File: src/rtl/param_fetch_sequencer.sv
// Fetches a contiguous run of parameter bytes from data_memory and replays them
// downstream as a valid/ready stream with a last marker, buffering in a small FWFT FIFO.
module param_fetch_sequencer #(
  parameter int DATA_WIDTH = 8,
  parameter int ADDR_WIDTH = 18,
  parameter int FIFO_DEPTH = 4
) (
  input  logic                  clk,
  input  logic                  rst,
  input  logic                  start,
  input  logic [5:0]            req_layer,
  input  logic [ADDR_WIDTH-1:0] req_base,
  input  logic [ADDR_WIDTH:0]   req_len,
  output logic [5:0]            mem_layer_select,
  output logic [ADDR_WIDTH-1:0] mem_addr,
  input  logic [DATA_WIDTH-1:0] mem_data,
  output logic [DATA_WIDTH-1:0] out_data,
  output logic                  out_valid,
  input  logic                  out_ready,
  output logic                  out_last,
  output logic                  busy,
  output logic                  done,
  output logic                  error
);

  localparam int PTR_W = $clog2(FIFO_DEPTH);
  localparam int CNT_W = PTR_W + 1;

  localparam logic [1:0] S_IDLE  = 2'd0;
  localparam logic [1:0] S_ISSUE = 2'd1;
  localparam logic [1:0] S_DRAIN = 2'd2;
  localparam logic [1:0] S_FIN   = 2'd3;

  localparam logic [ADDR_WIDTH:0]   LEN_ONE    = (ADDR_WIDTH + 1)'(1);
  localparam logic [ADDR_WIDTH-1:0] ADDR_ONE   = ADDR_WIDTH'(1);
  localparam logic [ADDR_WIDTH+1:0] ADDR_SPAN  = (ADDR_WIDTH + 2)'(1) << ADDR_WIDTH;
  localparam logic [CNT_W-1:0]      FULL_COUNT = CNT_W'(FIFO_DEPTH);
  localparam logic [PTR_W-1:0]      PTR_ONE    = PTR_W'(1);
  localparam logic [CNT_W-1:0]      CNT_ONE    = CNT_W'(1);

  logic [1:0]            state;
  logic                  fin_hold;
  logic [ADDR_WIDTH:0]   remaining;
  logic                  rd_valid;
  logic                  rd_last;
  logic                  cap_valid;
  logic                  cap_last;
  logic [CNT_W-1:0]      outstanding;

  logic [DATA_WIDTH-1:0] fifo_data [FIFO_DEPTH];
  logic [FIFO_DEPTH-1:0] fifo_last;
  logic [PTR_W-1:0]      wr_ptr;
  logic [PTR_W-1:0]      rd_ptr;
  logic [CNT_W-1:0]      fifo_count;

  logic [ADDR_WIDTH+1:0] req_end;
  logic                  range_ok;
  logic                  accept_fetch;
  logic                  can_issue;
  logic                  issue;
  logic                  issue_any;
  logic                  push;
  logic                  pop;

  assign req_end      = {2'b00, req_base} + {1'b0, req_len};
  assign range_ok     = (req_end <= ADDR_SPAN);
  assign accept_fetch = (state == S_IDLE) && start && (req_len != '0) && range_ok;

  // outstanding counts FIFO entries plus reads still in the ROM pipeline, so a
  // granted issue always has a slot waiting for its data.
  assign can_issue = (remaining != '0) && ((outstanding - CNT_W'(pop)) < FULL_COUNT);
  assign issue     = (state == S_ISSUE) && can_issue;
  assign issue_any = accept_fetch || issue;

  assign push      = cap_valid;
  assign pop       = out_valid && out_ready;
  assign out_valid = (fifo_count != '0);
  assign out_data  = out_valid ? fifo_data[rd_ptr] : '0;
  assign out_last  = out_valid && fifo_last[rd_ptr];

  assign busy = (state != S_IDLE);
  assign done = (state == S_FIN) && !fin_hold;

  // NOTE: sequential state uses non-blocking assignments so every register in
  // this block samples the pre-edge values, independent of statement order.
  always_ff @(posedge clk) begin
    if (rst) begin
      state            <= S_IDLE;
      fin_hold         <= 1'b0;
      remaining        <= '0;
      rd_valid         <= 1'b0;
      rd_last          <= 1'b0;
      cap_valid        <= 1'b0;
      cap_last         <= 1'b0;
      outstanding      <= '0;
      mem_addr         <= '0;
      mem_layer_select <= '0;
      error            <= 1'b0;
    end else begin
      error       <= 1'b0;
      rd_valid    <= issue_any;
      rd_last     <= accept_fetch ? (req_len == LEN_ONE) : (issue && (remaining == LEN_ONE));
      cap_valid   <= rd_valid;
      cap_last    <= rd_last;
      outstanding <= outstanding + (issue_any ? CNT_ONE : '0) - (pop ? CNT_ONE : '0);

      case (state)
        S_IDLE: begin
          if (start) begin
            if (req_len == '0) begin
              // Zero-length requests still report completion, one cycle later.
              mem_layer_select <= req_layer;
              fin_hold         <= 1'b1;
              state            <= S_FIN;
            end else if (!range_ok) begin
              error <= 1'b1;
            end else begin
              mem_layer_select <= req_layer;
              mem_addr         <= req_base;
              remaining        <= req_len - LEN_ONE;
              state            <= (req_len == LEN_ONE) ? S_DRAIN : S_ISSUE;
            end
          end
        end
        S_ISSUE: begin
          if (can_issue) begin
            mem_addr  <= mem_addr + ADDR_ONE;
            remaining <= remaining - LEN_ONE;
            if (remaining == LEN_ONE) state <= S_DRAIN;
          end
        end
        S_DRAIN: begin
          if (pop && out_last) state <= S_FIN;
        end
        S_FIN: begin
          if (fin_hold) fin_hold <= 1'b0;
          else          state    <= S_IDLE;
        end
        default: state <= S_IDLE;
      endcase
    end
  end

  always_ff @(posedge clk) begin
    if (rst) begin
      wr_ptr     <= '0;
      rd_ptr     <= '0;
      fifo_count <= '0;
    end else begin
      if (push) wr_ptr <= wr_ptr + PTR_ONE;
      if (pop)  rd_ptr <= rd_ptr + PTR_ONE;
      case ({push, pop})
        2'b10:   fifo_count <= fifo_count + CNT_ONE;
        2'b01:   fifo_count <= fifo_count - CNT_ONE;
        default: fifo_count <= fifo_count;
      endcase
    end
  end

  // NOTE: the storage array is deliberately not reset; entries are only
  // observable through out_valid, which the reset of fifo_count clears.
  always_ff @(posedge clk) begin
    if (push) begin
      fifo_data[wr_ptr] <= mem_data;
      fifo_last[wr_ptr] <= cap_last;
    end
  end

  always @(posedge clk) begin
    if (!rst) begin
      fifo_no_overflow: assert (!(push && !pop && fifo_count == FULL_COUNT));
    end
  end

endmodule

File: config.mk
export PLATFORM = sky130hd
export DESIGN_NAME = param_fetch_sequencer
export DESIGN_NICKNAME = d
export VERILOG_FILES = /design/src/rtl/param_fetch_sequencer.sv
export SDC_FILE = /design/constraint.sdc
export NUM_CORES = 1
export LEC_CHECK = 0
export CAP_MARGIN = 5
export CORE_MARGIN = 2
export CORE_UTILIZATION = 35
export CTS_CLUSTER_DIAMETER = 120
export CTS_CLUSTER_SIZE = 24
export DETAILED_ROUTE_END_ITERATION = 7
export PLACE_DENSITY = 0.62
export SETUP_SLACK_MARGIN = 0.1
export SLEW_MARGIN = 15
export SYNTH_ARGS = -nofsm -noshare
export SYNTH_HDL_FRONTEND = slang
export SYNTH_SLANG_ARGS = --single-unit
File: constraint.sdc
create_clock -name clk -period 4.4 [get_ports clk]
set_input_delay 1.1 -clock clk [delete_from_list [all_inputs] [get_ports clk]]
set_output_delay 1.1 -clock clk [all_outputs]
set_load 0.01 [all_outputs]
# After elaboration in Yosys (flattened, before gate mapping)
# Memory sizes are Yosys's and may differ from the RTL's. A register that Yosys moved wholly into a read port is not among the register bits.
# Index checks and enable logic that the tools add are counted.
[classes]
bitwise = 2
eq_ne = 16
n_reduce_logical = 28
order_cmp = 5
n_addsub = 11
n_mux = 39
[ops]
columns = ["operator", "n"]
rows = [
  ["2-to-1 mux 19 bit", 4],
  ["2-to-1 mux 18 bit", 4],
  ["== test 19 x 1 -> 1 bit, second input constant", 2],
  ["one-hot mux 19 bit (2 select lines)", 1],
  ["nonzero test 19 bit", 2],
  ["subtractor 19 x 1 -> 19 bit, second input constant", 2],
  ["one-hot mux 18 bit (2 select lines)", 1],
  ["adder 18 x 19 -> 20 bit", 1],
  ["less-or-equal comparator 20 x 19 -> 1 bit, second input constant", 1],
  ["2-to-1 mux 2 bit", 10],
  ["logical NOT 19 bit", 1],
  ["adder 18 x 1 -> 18 bit, second input constant", 1],
  ["2-to-1 mux 6 bit", 2],
  ["!= test 2 bit, second input constant", 6],
  ["logical AND 1 bit", 11],
  ["2-to-1 mux 1 bit", 10],
  ["nonzero test 2 bit", 5],
  ["2-to-1 mux 8 bit", 1],
  ["one-hot mux 2 bit (4 select lines)", 1],
  ["== test 2 bit, second input constant", 3],
  ["< comparator 2 x 3 -> 1 bit, second input constant", 2],
  ["one-hot mux 3 bit (2 select lines)", 1],
  ["AND reduction 3 bit", 2],
  ["AND reduction 6 bit", 1],
  ["other kinds (21)", 26],
]
[word_totals]
memories = 1
mem_bits_rw = 32
regBits = 65
out_inout_bits = 37
in_bits = 55
wordCells = 117
[mem_list]
columns = ["name", "words", "width", "read_ports", "rd_ports_with_merged_regs", "wr", "line_no", "source"]
rows = [
  ["fifo_data", 4, 8, 1, 1, 1, "50", "logic [DATA_WIDTH-1:0] fifo_data [FIFO_DEPTH];"],
]

# Longest topological paths before layout
# Gate-level depths: netlist of the first run.
[depth]
depth_word = 10
depth_mapped = 17

# Worst setup path before layout of the first run
# OpenSTA, ideal clock, no wires.
[synth_timing]
path_type = "input -> register"
startpoint = "input port req_base[0]"
endpoint = "register outstanding[2]"
setup_slack_ns = -0.189
required_time_ns = 4.272
stages = 17
arrival_ns = 4.462
setup_time_ns = 0.128
path_cell_list = "ha_1 > fa_1 > a211oi_2 > o31ai_4 > a31oi_1 > mux2_2 > nor2_1 > nand4_2 > o21bai_4 > nor2b_1 > a31oi_1 > ha_1 > inv_1 > ha_1 > fa_1 > xnor2_1 > nor2_1"
[synth_between]
elab_chain_cells = 7
[synth_lines]
columns = ["item", "line_no", "source"]
rows = [
  ["from (decl)", "12", "input logic [ADDR_WIDTH-1:0] req_base,"],
  ["adder 18 x 19 -> 20 bit", "65", "assign req_end = {2'b00, req_base} + {1'b0, req_len};"],
  ["less-or-equal comparator 20 x 19 -> 1 bit", "66", "assign range_ok = (req_end <= ADDR_SPAN);"],
  ["logical AND 1 bit", "67", "assign accept_fetch = (state == S_IDLE) && start && (req_len != '0) && range_ok;"],
  ["logical OR 1 bit", "73", "assign issue_any = accept_fetch || issue;"],
  ["2-to-1 mux 1 bit", "105", "outstanding <= outstanding + (issue_any ? CNT_ONE : '0) - (pop ? CNT_ONE : '0);"],
  ["adder 3 x 1 -> 3 bit", "105", ""],
  ["subtractor 3 x 1 -> 3 bit", "105", ""],
  ["to (signal assigned)", "105", ""],
  ["to (decl)", "48", "logic [CNT_W-1:0] outstanding;"],
]
# Every way passes these cells.
# A chain may end at the register's enable or synchronous reset.

# Worst setup path after layout of the first run
[layout_timing]
startpoint = "input port req_len[0]"
endpoint = "register outstanding[1]"
[layout_between]
elab_chain_cells = 7
word_cells_on_any_way = 9
[layout_lines]
columns = ["item", "line_no", "source"]
rows = [
  ["from (decl)", "13", "input logic [ADDR_WIDTH:0] req_len,"],
  ["adder 18 x 19 -> 20 bit / nonzero test 19 bit (equally long branches)", "65, 67", ""],
  ["less-or-equal comparator 20 x 19 -> 1 bit / logical AND 1 bit (equally long branches)", "66, 67", ""],
  ["logical AND 1 bit (*)", "67", ""],
  ["logical OR 1 bit (*)", "73", ""],
  ["2-to-1 mux 1 bit (*)", "105", ""],
  ["adder 3 x 1 -> 3 bit (*)", "105", ""],
  ["subtractor 3 x 1 -> 3 bit (*)", "105", ""],
]
# Every way passes the cells marked *; elsewhere a longest branch is shown, timed or not.

==> impl_results.md, run 1 <==
* Chip height at 141 um
* IO Port Bufs at 91
* Area contributors post-synth: dfxtp_1 19%, edfxtp_1 16%, ha_1 6.4%
* Crit-path cells: buf_8, ha_4, fa_2, buf_6, xor2_2, a2111oi_2, nand4_1, nor4_2, nand4_2, o21bai_4, nor2b_4, a31oi_4, ha_4, inv_2, ha_4, fa_2, nor2b_4
* Post-synth EDFFs at 36
* Worst Setup End Kind: register
* Synth top area share at 0.191
* Die W at 141 um
* Final Cell Area at 9320 um2
* Busiest metal layer after global routing: met2
* Clk pwr share at 0.197
* Startpoint Class: primary input
* Commonest cells after routing, fill and taps aside: 119 x buf_4, 65 x nor2_1, 63 x dfxtp_1, 55 x clkdlybuf4s50_1
* Register area at roughly 2300 um2
* Global route overflow at 0
* First-pass GRT wire length at 30900 um
* Layout cell share with drive strength beyond 1 at 0.278
* Reg power frac at 0.283
* Final Net Count at 998
* Slew @ Worst Pin at between 0.7 and 0.8 ns
* CTS Sinks at 99
* Synth Warn # at 0
* Initial Util at 0.355
* Synth-to-Final Area Change at 41.0%
* Prevailing post-synth register cell: dfxtp_1
* Fin. max-slew vios at 0
* Unique masters post-synth at 84
* Slew HR at 0.481
* Async SR Flop Fraction at 0
* Period utilisation layout at 0.980
* Syn_nets at 801
* Post-Layout Cell Count at 1145
* Commonest non-fill, non-tap cell in the layout: buf_4
* Internal power at 2.57 mW
* Seq cells post-synth at 99
* Reg clk slew, reported paths at 0.08 ns
* Core area at 18600 um2
* Post-synthesis sequential area ratio at 0.354
* Largest net degree at the start of global routing at 56
* Initial antenna violation count at 0
* Clock buffer depth at 2
* Fill cells at 1717
* Max incr delay on CP at about 0.5 ns
* Crit path max fanout at 2
* # setup viols final at 0
* Area post-placement at about 8600 um2
* Logic pwr share at 0.521
* DRT iter0 DRCs at 352
* H-tree depth at 3
* Cell area after synthesis at ~6600 um2
* CTS tree: built
* WL final at 19300 um
* Yosys top cell by area: dfxtp_1
* RSZ-0062 raised after global routing: true
* Multi-input gate area at 4240 um2
* Status: complete, no violations
* Hold Buf Count CTS at 0
* Switching share of power at 0.403
* Critical Path Most Common Cell: ha_4
* Clock root buffer: clkbuf_16
* Power, Total at 4.30 mW
* Grt met3 use at 0.0324
* GR Util All Layers at 0.196
* Hold Vio Cnt, Final at 0
* Max stage delay cell, worst path: fa_2
* Via count at 6002
* Max Fclk at 0.232 GHz
* Post-DR vias/cell at approximately 5.2
* WL/cell at 16.8 um
* GP Congestion at 0.925
* Mapped Cells at between 700 and 800
* # IOs at 92
* Kind of critical path: primary input to register
* Number of iterations in the first detailed-routing pass at 5
* Final HPWL DP at 14500 um
* Switch Pwr at about 1.7 mW
* Met2 usage at 0.329
* Antenna-violating nets left at 0
* Leakage power at between 3 and 4 nW
* Clock Latency Late Sink at 0.37 ns
* Worst EP arrival at 4.62 ns
* Ant. Diodes at 0
* Post-synthesis area per instance at 9.33 um2
* Vias in the first global route at 5961
* Placed Cells at about 1100
* Hold Crit Class: register to register
* DRC errors left at 0
* Hold WS at 0.441 ns
* Site row count at 50
* Pwr dens at roughly 460 nW/um2
* Worst EP required at between 4 and 5 ns
* Die area at 20000 um2
* CTS buffer count at 9
* Max-cap viol count at 0
* Setup Skew at 0.0129 ns
* Worst vdd ir at between 300 and 400 uV
* Met1 Resource Use GR at 0.261
* Min Tclk post-route at 4.31 ns
## critical path: cells and delay by family
family / cells / cell delay [ns]
simple gates: 5 / 1.06
buf+inv: 3 / 0.27
xor+xnor: 1 / 0.13
fa+ha+maj: 5 / 1.47
compound gates: 3 / 0.58
## repair_timing
item	in CTS	in global routing
buffers inserted	11	4
resized for setup	81	20
pin swaps	22	18
setup endpoints to repair	3	2
hold endpoints to repair	0	0
## synth_stat cells, types with 6 or more instances
library cell / number
nor2_1: 67
dfxtp_1: 63
a21oi_1: 60
inv_1: 55
nand2_1: 46
edfxtp_1: 36
ha_1: 34
nor3_1: 28
o32ai_2: 23
o21ai_0: 21
a31oi_1: 16
nand3_1: 16
nor2b_1: 16
and2_1: 15
xor2_1: 15
clkbuf_1: 14
xnor2_1: 14
mux2i_1: 11
or3_1: 10
mux4_2: 9
buf_2: 8
nor4_1: 7
buf_6: 6
nand4_1: 6
## sequential cells by signal (all words and copies together) (netlist names), named ones only
name	flops
fifo_last	4
outstanding	3
mem_addr	18
error	1
state	2
remaining	19
mem_layer_select	6
rd_last	1
wr_ptr	2
cap_valid	1
cap_last	1
fin_hold	1
fifo_data	32
rd_valid	1
rd_ptr	2
fifo_count	3
## metrics by stage
stage / util / setup slack (ns) / TNS (ns)
floorplan: - / -0.0752 / -0.112
CTS: 0.493 / 0.0798 / 0
global placement: 0.461 / -0.658 / -8.44
global route: 0.500 / -0.0974 / -0.185
finish: 0.500 / 0.0886 / 0
detailed placement: 0.461 / -0.758 / -10.42
## power by group through the flow
| stage | combinational, mW | sequential, mW | clock [mW] |
|---|---|---|---|
| after floorplan | 1.37 | 1.21 | 0 |
| after global placement | 2.07 | 1.23 | 0 |
| after detailed placement | 2.08 | 1.23 | 0 |
| after CTS | 2.17 | 1.21 | 0.870 |
| after global routing | 2.46 | 1.24 | 0.900 |
| final | 2.24 | 1.22 | 0.847 |
## logic make-up (layout without fill, tap and decap cells)
logic type | after synthesis | in the layout | share of synthesized area
and+or+nand+nor | 240 | 240 | 0.190
AOI/OAI and AO/OA | 192 | 192 | 0.233
DFF | 99 | 99 | 0.354
buffers and inverters | 89 | 291 | 0.0588
adders and majority gates | 37 | 37 | 0.0734
xor gates and xnor gates | 29 | 29 | 0.0384
muxes | 23 | 23 | 0.0524
## worst paths after layout
path / start / to / slack (ns) / cells past startpoint
setup / recovery: req_len[0] / outstanding[1] / 0.09 / 17
hold / removal: rd_valid / cap_valid / 0.44 / 1
setup reg to reg: remaining[0] / mem_addr[14] / 1.17 / 13
hold reg to reg: rd_valid / cap_valid / 0.44 / 1
## routing by layer
layer	share of wire	vias to the layer above	wire (um)
met5	0	-	0
met4	0.016	0	310
met3	0.043	20	829
met2	0.47	137	9010
met1	0.47	2844	9140
li1	-	3001	-
## cell type report
| cell class | count | share of cell area |
|---|---|---|
| sequential | 99 | 0.251 |
| tap | 234 | 0.0314 |
| timing repair buffer | 219 | 0.207 |
| multi-input combinational | 521 | 0.455 |
| clock inverter | 7 | 0.00926 |
| inverter | 56 | 0.0225 |
| clock buffer | 9 | 0.0242 |
Power figures use the tool's default switching activity.
==> run 2: changes to the inputs <==
- CORE_UTILIZATION: 35 -> 25
- PLACE_DENSITY: 0.62 -> 0.51
- SLEW_MARGIN: 15 -> not set
==> impl_results.md, run 2 (synthesis gave the netlist of run 1 again) <==
* Global route overflow at 0 (unchanged)
* Core area at 26000 um2 (+39%)
* Switching share of power at 0.410 (+0.00729)
* Hold WS at 0.441 ns (-0.000135 ns)
* Logic pwr share at 0.515 (-0.006)
* DRT iter0 DRCs at 331 (-6.0%)
* # IOs at 92 (unchanged)
* Max-cap viol count at 0 (unchanged)
* Post-layout util at 0.362 (-0.138)
* Crit-path cells: buf_8, ha_4, fa_2, a211oi_4, o31ai_4, a22oi_2, a211oi_2, o31a_1, mux2_4, o21bai_4, nor2b_4, a31oi_4, ha_4, inv_2, ha_4, fa_2, nor2b_1
* CTS buffer count at 9 (unchanged)
* GP Congestion at 0.860 (-7.1%)
* Worst vdd ir at 228 uV (-28%)
* Clock root buffer: clkbuf_16
* Leakage power at 3.49 nW (-1.7%)
* Worst EP required at 4.62 ns (-0.09 ns)
* Min Tclk post-route at 4.34 ns (+0.0321 ns)
* Number of iterations in the first detailed-routing pass at 4 (-1)
* Biggest regs: fifo_data (32), remaining (19), mem_addr (18)
* Initial Util at 0.254 (-0.100)
* Reg power frac at 0.289 (+0.006)
* Reg clk slew, reported paths at 0.08 ns (about the same)
* RSZ-0062 raised after global routing: true
* Power, Total at 4.23 mW (-1.6%)
* WL/cell at 16.7 um (-0.90%)
* CTS tree: built
* Setup Skew at 0.00875 ns (-0.00416 ns)
* Antenna-violating nets left at 0 (unchanged)
* Switch Pwr at 1.74 mW (+0.18%)
* # setup viols final at 0 (unchanged)
* Fill cells at 2691 (+57%)
* Final HPWL DP at 15700 um (+8.7%)
* Chip height at 167 um (+18%)
* Clock Latency Late Sink at 0.36 ns (about the same)
* Slew @ Worst Pin at 0.795 ns (+0.0166 ns)
* Hold Crit Class: register to register
* Vias in the first global route at 5811 (-2.5%)
* First-pass GRT wire length at 32500 um (+5.1%)
* Internal power at 2.50 mW (-2.8%)
* Ant. Diodes at 0 (unchanged)
* GR Util All Layers at 0.148 (-0.0479)
* Largest net degree at the start of global routing at 74 (+32%)
* Synth-to-Final Area Change at 42.1%
* Max reg flops at 32 (unchanged)
* Commonest cells after routing, fill and taps aside: 111 x buf_4, 65 x nor2_1, 63 x dfxtp_1, 54 x inv_1, 54 x clkdlybuf4s50_1
* Max Fclk at 0.230 GHz (-0.74%)
* Final Net Count at 988 (-1.0%)
* Startpoint Class: primary input
* CTS Sinks at 99 (unchanged)
* Crit path max fanout at 3 (+1)
* Hold Buf Count CTS at 0 (unchanged)
* Biggest register: fifo_data
* Worst EP arrival at 4.56 ns (-0.06 ns)
* Initial antenna violation count at 0 (unchanged)
* H-tree depth at 3 (unchanged)
* WL final at 20600 um (+7.0%)
* Pwr dens at 451 nW/um2 (-2.4%)
* Hold Vio Cnt, Final at 0 (unchanged)
* Clk pwr share at 0.195 (-0.002)
* Max stage delay cell, worst path: fa_2
* Commonest non-fill, non-tap cell in the layout: buf_4
* Max incr delay on CP at 0.42 ns (-0.09 ns)
* Worst Setup End Kind: register
* DRC errors left at 0 (unchanged)
* Layout cell share with drive strength beyond 1 at 0.272 (-0.00580)
* Critical Path Most Common Cell: ha_4
* Period utilisation layout at 0.987 (+0.00730)
* Post-DR vias/cell at 4.89 (-6.8%)
* Slew HR at 0.470 (-0.0110)
* Die area at 27800 um2 (+39%)
* Site row count at 59 (+18%)
* Clock buffer depth at 2 (unchanged)
* Fin. max-slew vios at 0 (unchanged)
* Status: complete, no violations
* Die W at 167 um (+18%)
* Multi-input gate area at 4280 um2 (+0.86%)
* Kind of critical path: primary input to register
* Register area at 2340 um2 (unchanged)
* IO Port Bufs at 91 (unchanged)
* Via count at 6038 (+0.60%)
-- run 2: cell count changes in the layout (fill, tap and decap cells not counted), moves of 2 or more --
| cell | delta |
|---|---|
| buf_4 | -8 |
| a21oi_1 | -2 |
| a21oi_4 | +2 |
| dlygate4sd2_1 | +2 |
| buf_6 | -3 |
-- run 2: metrics by stage --
step	setup slack (ns)	cells	setup TNS [ns]	cell area (um2)
finish	0.0565	1236	0	9400
global route	-0.0582	1236	-0.0927	9400
floorplan	-0.0752	709	-0.112	6630
CTS	-0.00208	1235	-0.00208	9280
detailed placement	-0.840	1213	-11.76	8700
global placement	-0.802	1213	-10.60	8700
-- run 2: path summary, 6_finish.rpt --
path	start	end	slack (ns)	depth (start not counted)
max	req_base[0]	outstanding[1]	0.06	17
min	rd_last	cap_last	0.44	1
max reg2reg	remaining[0]	mem_addr[5]	1.15	14
min reg2reg	rd_last	cap_last	0.44	1
-- run 2: power groups by stage --
stage	clock network (mW)	logic [mW]	registers, mW
floorplan	0	1.37	1.21
global placement	0	2.08	1.24
detailed placement	0	2.09	1.24
CTS	0.856	2.14	1.22
global route	0.889	2.41	1.25
finish	0.827	2.18	1.23
-- run 2: per-layer routing --
| layer | GRT usage | up-vias | wire length (um) |
|---|---|---|---|
| met5 | 0 | - | 0 |
| met4 | 0.0337 | 0 | 305 |
| met3 | 0.0385 | 18 | 1220 |
| met2 | 0.228 | 167 | 9050 |
| met1 | 0.208 | 2864 | 10100 |
| li1 | - | 2989 | - |
-- run 2: critical path, delay by kind of cell --
kind,cells,cell delay [ns]
AO/OA/AOI/OAI,7,1.37
adder cells (fa/ha/maj),5,1.32
buffers and inverters,2,0.16
multiplexers,1,0.31
AND/OR/NAND/NOR,2,0.28
-- run 2: area by class of cell --
class / instances / area share
Multi-Input combinational cell: 521 / 0.455
Sequential cell: 99 / 0.249
Timing Repair Buffer: 209 / 0.196
Tap cell: 335 / 0.0446
Clock buffer: 9 / 0.0240
Inverter: 56 / 0.0224
Clock inverter: 7 / 0.00865
-- run 2: repair_timing --
item                       in CTS  in global routing
setup endpoints to repair       8                  2
cloned                          0                  0
pin swaps                      26                 18
resized for setup              94                 17
setup buffers                   6                  1
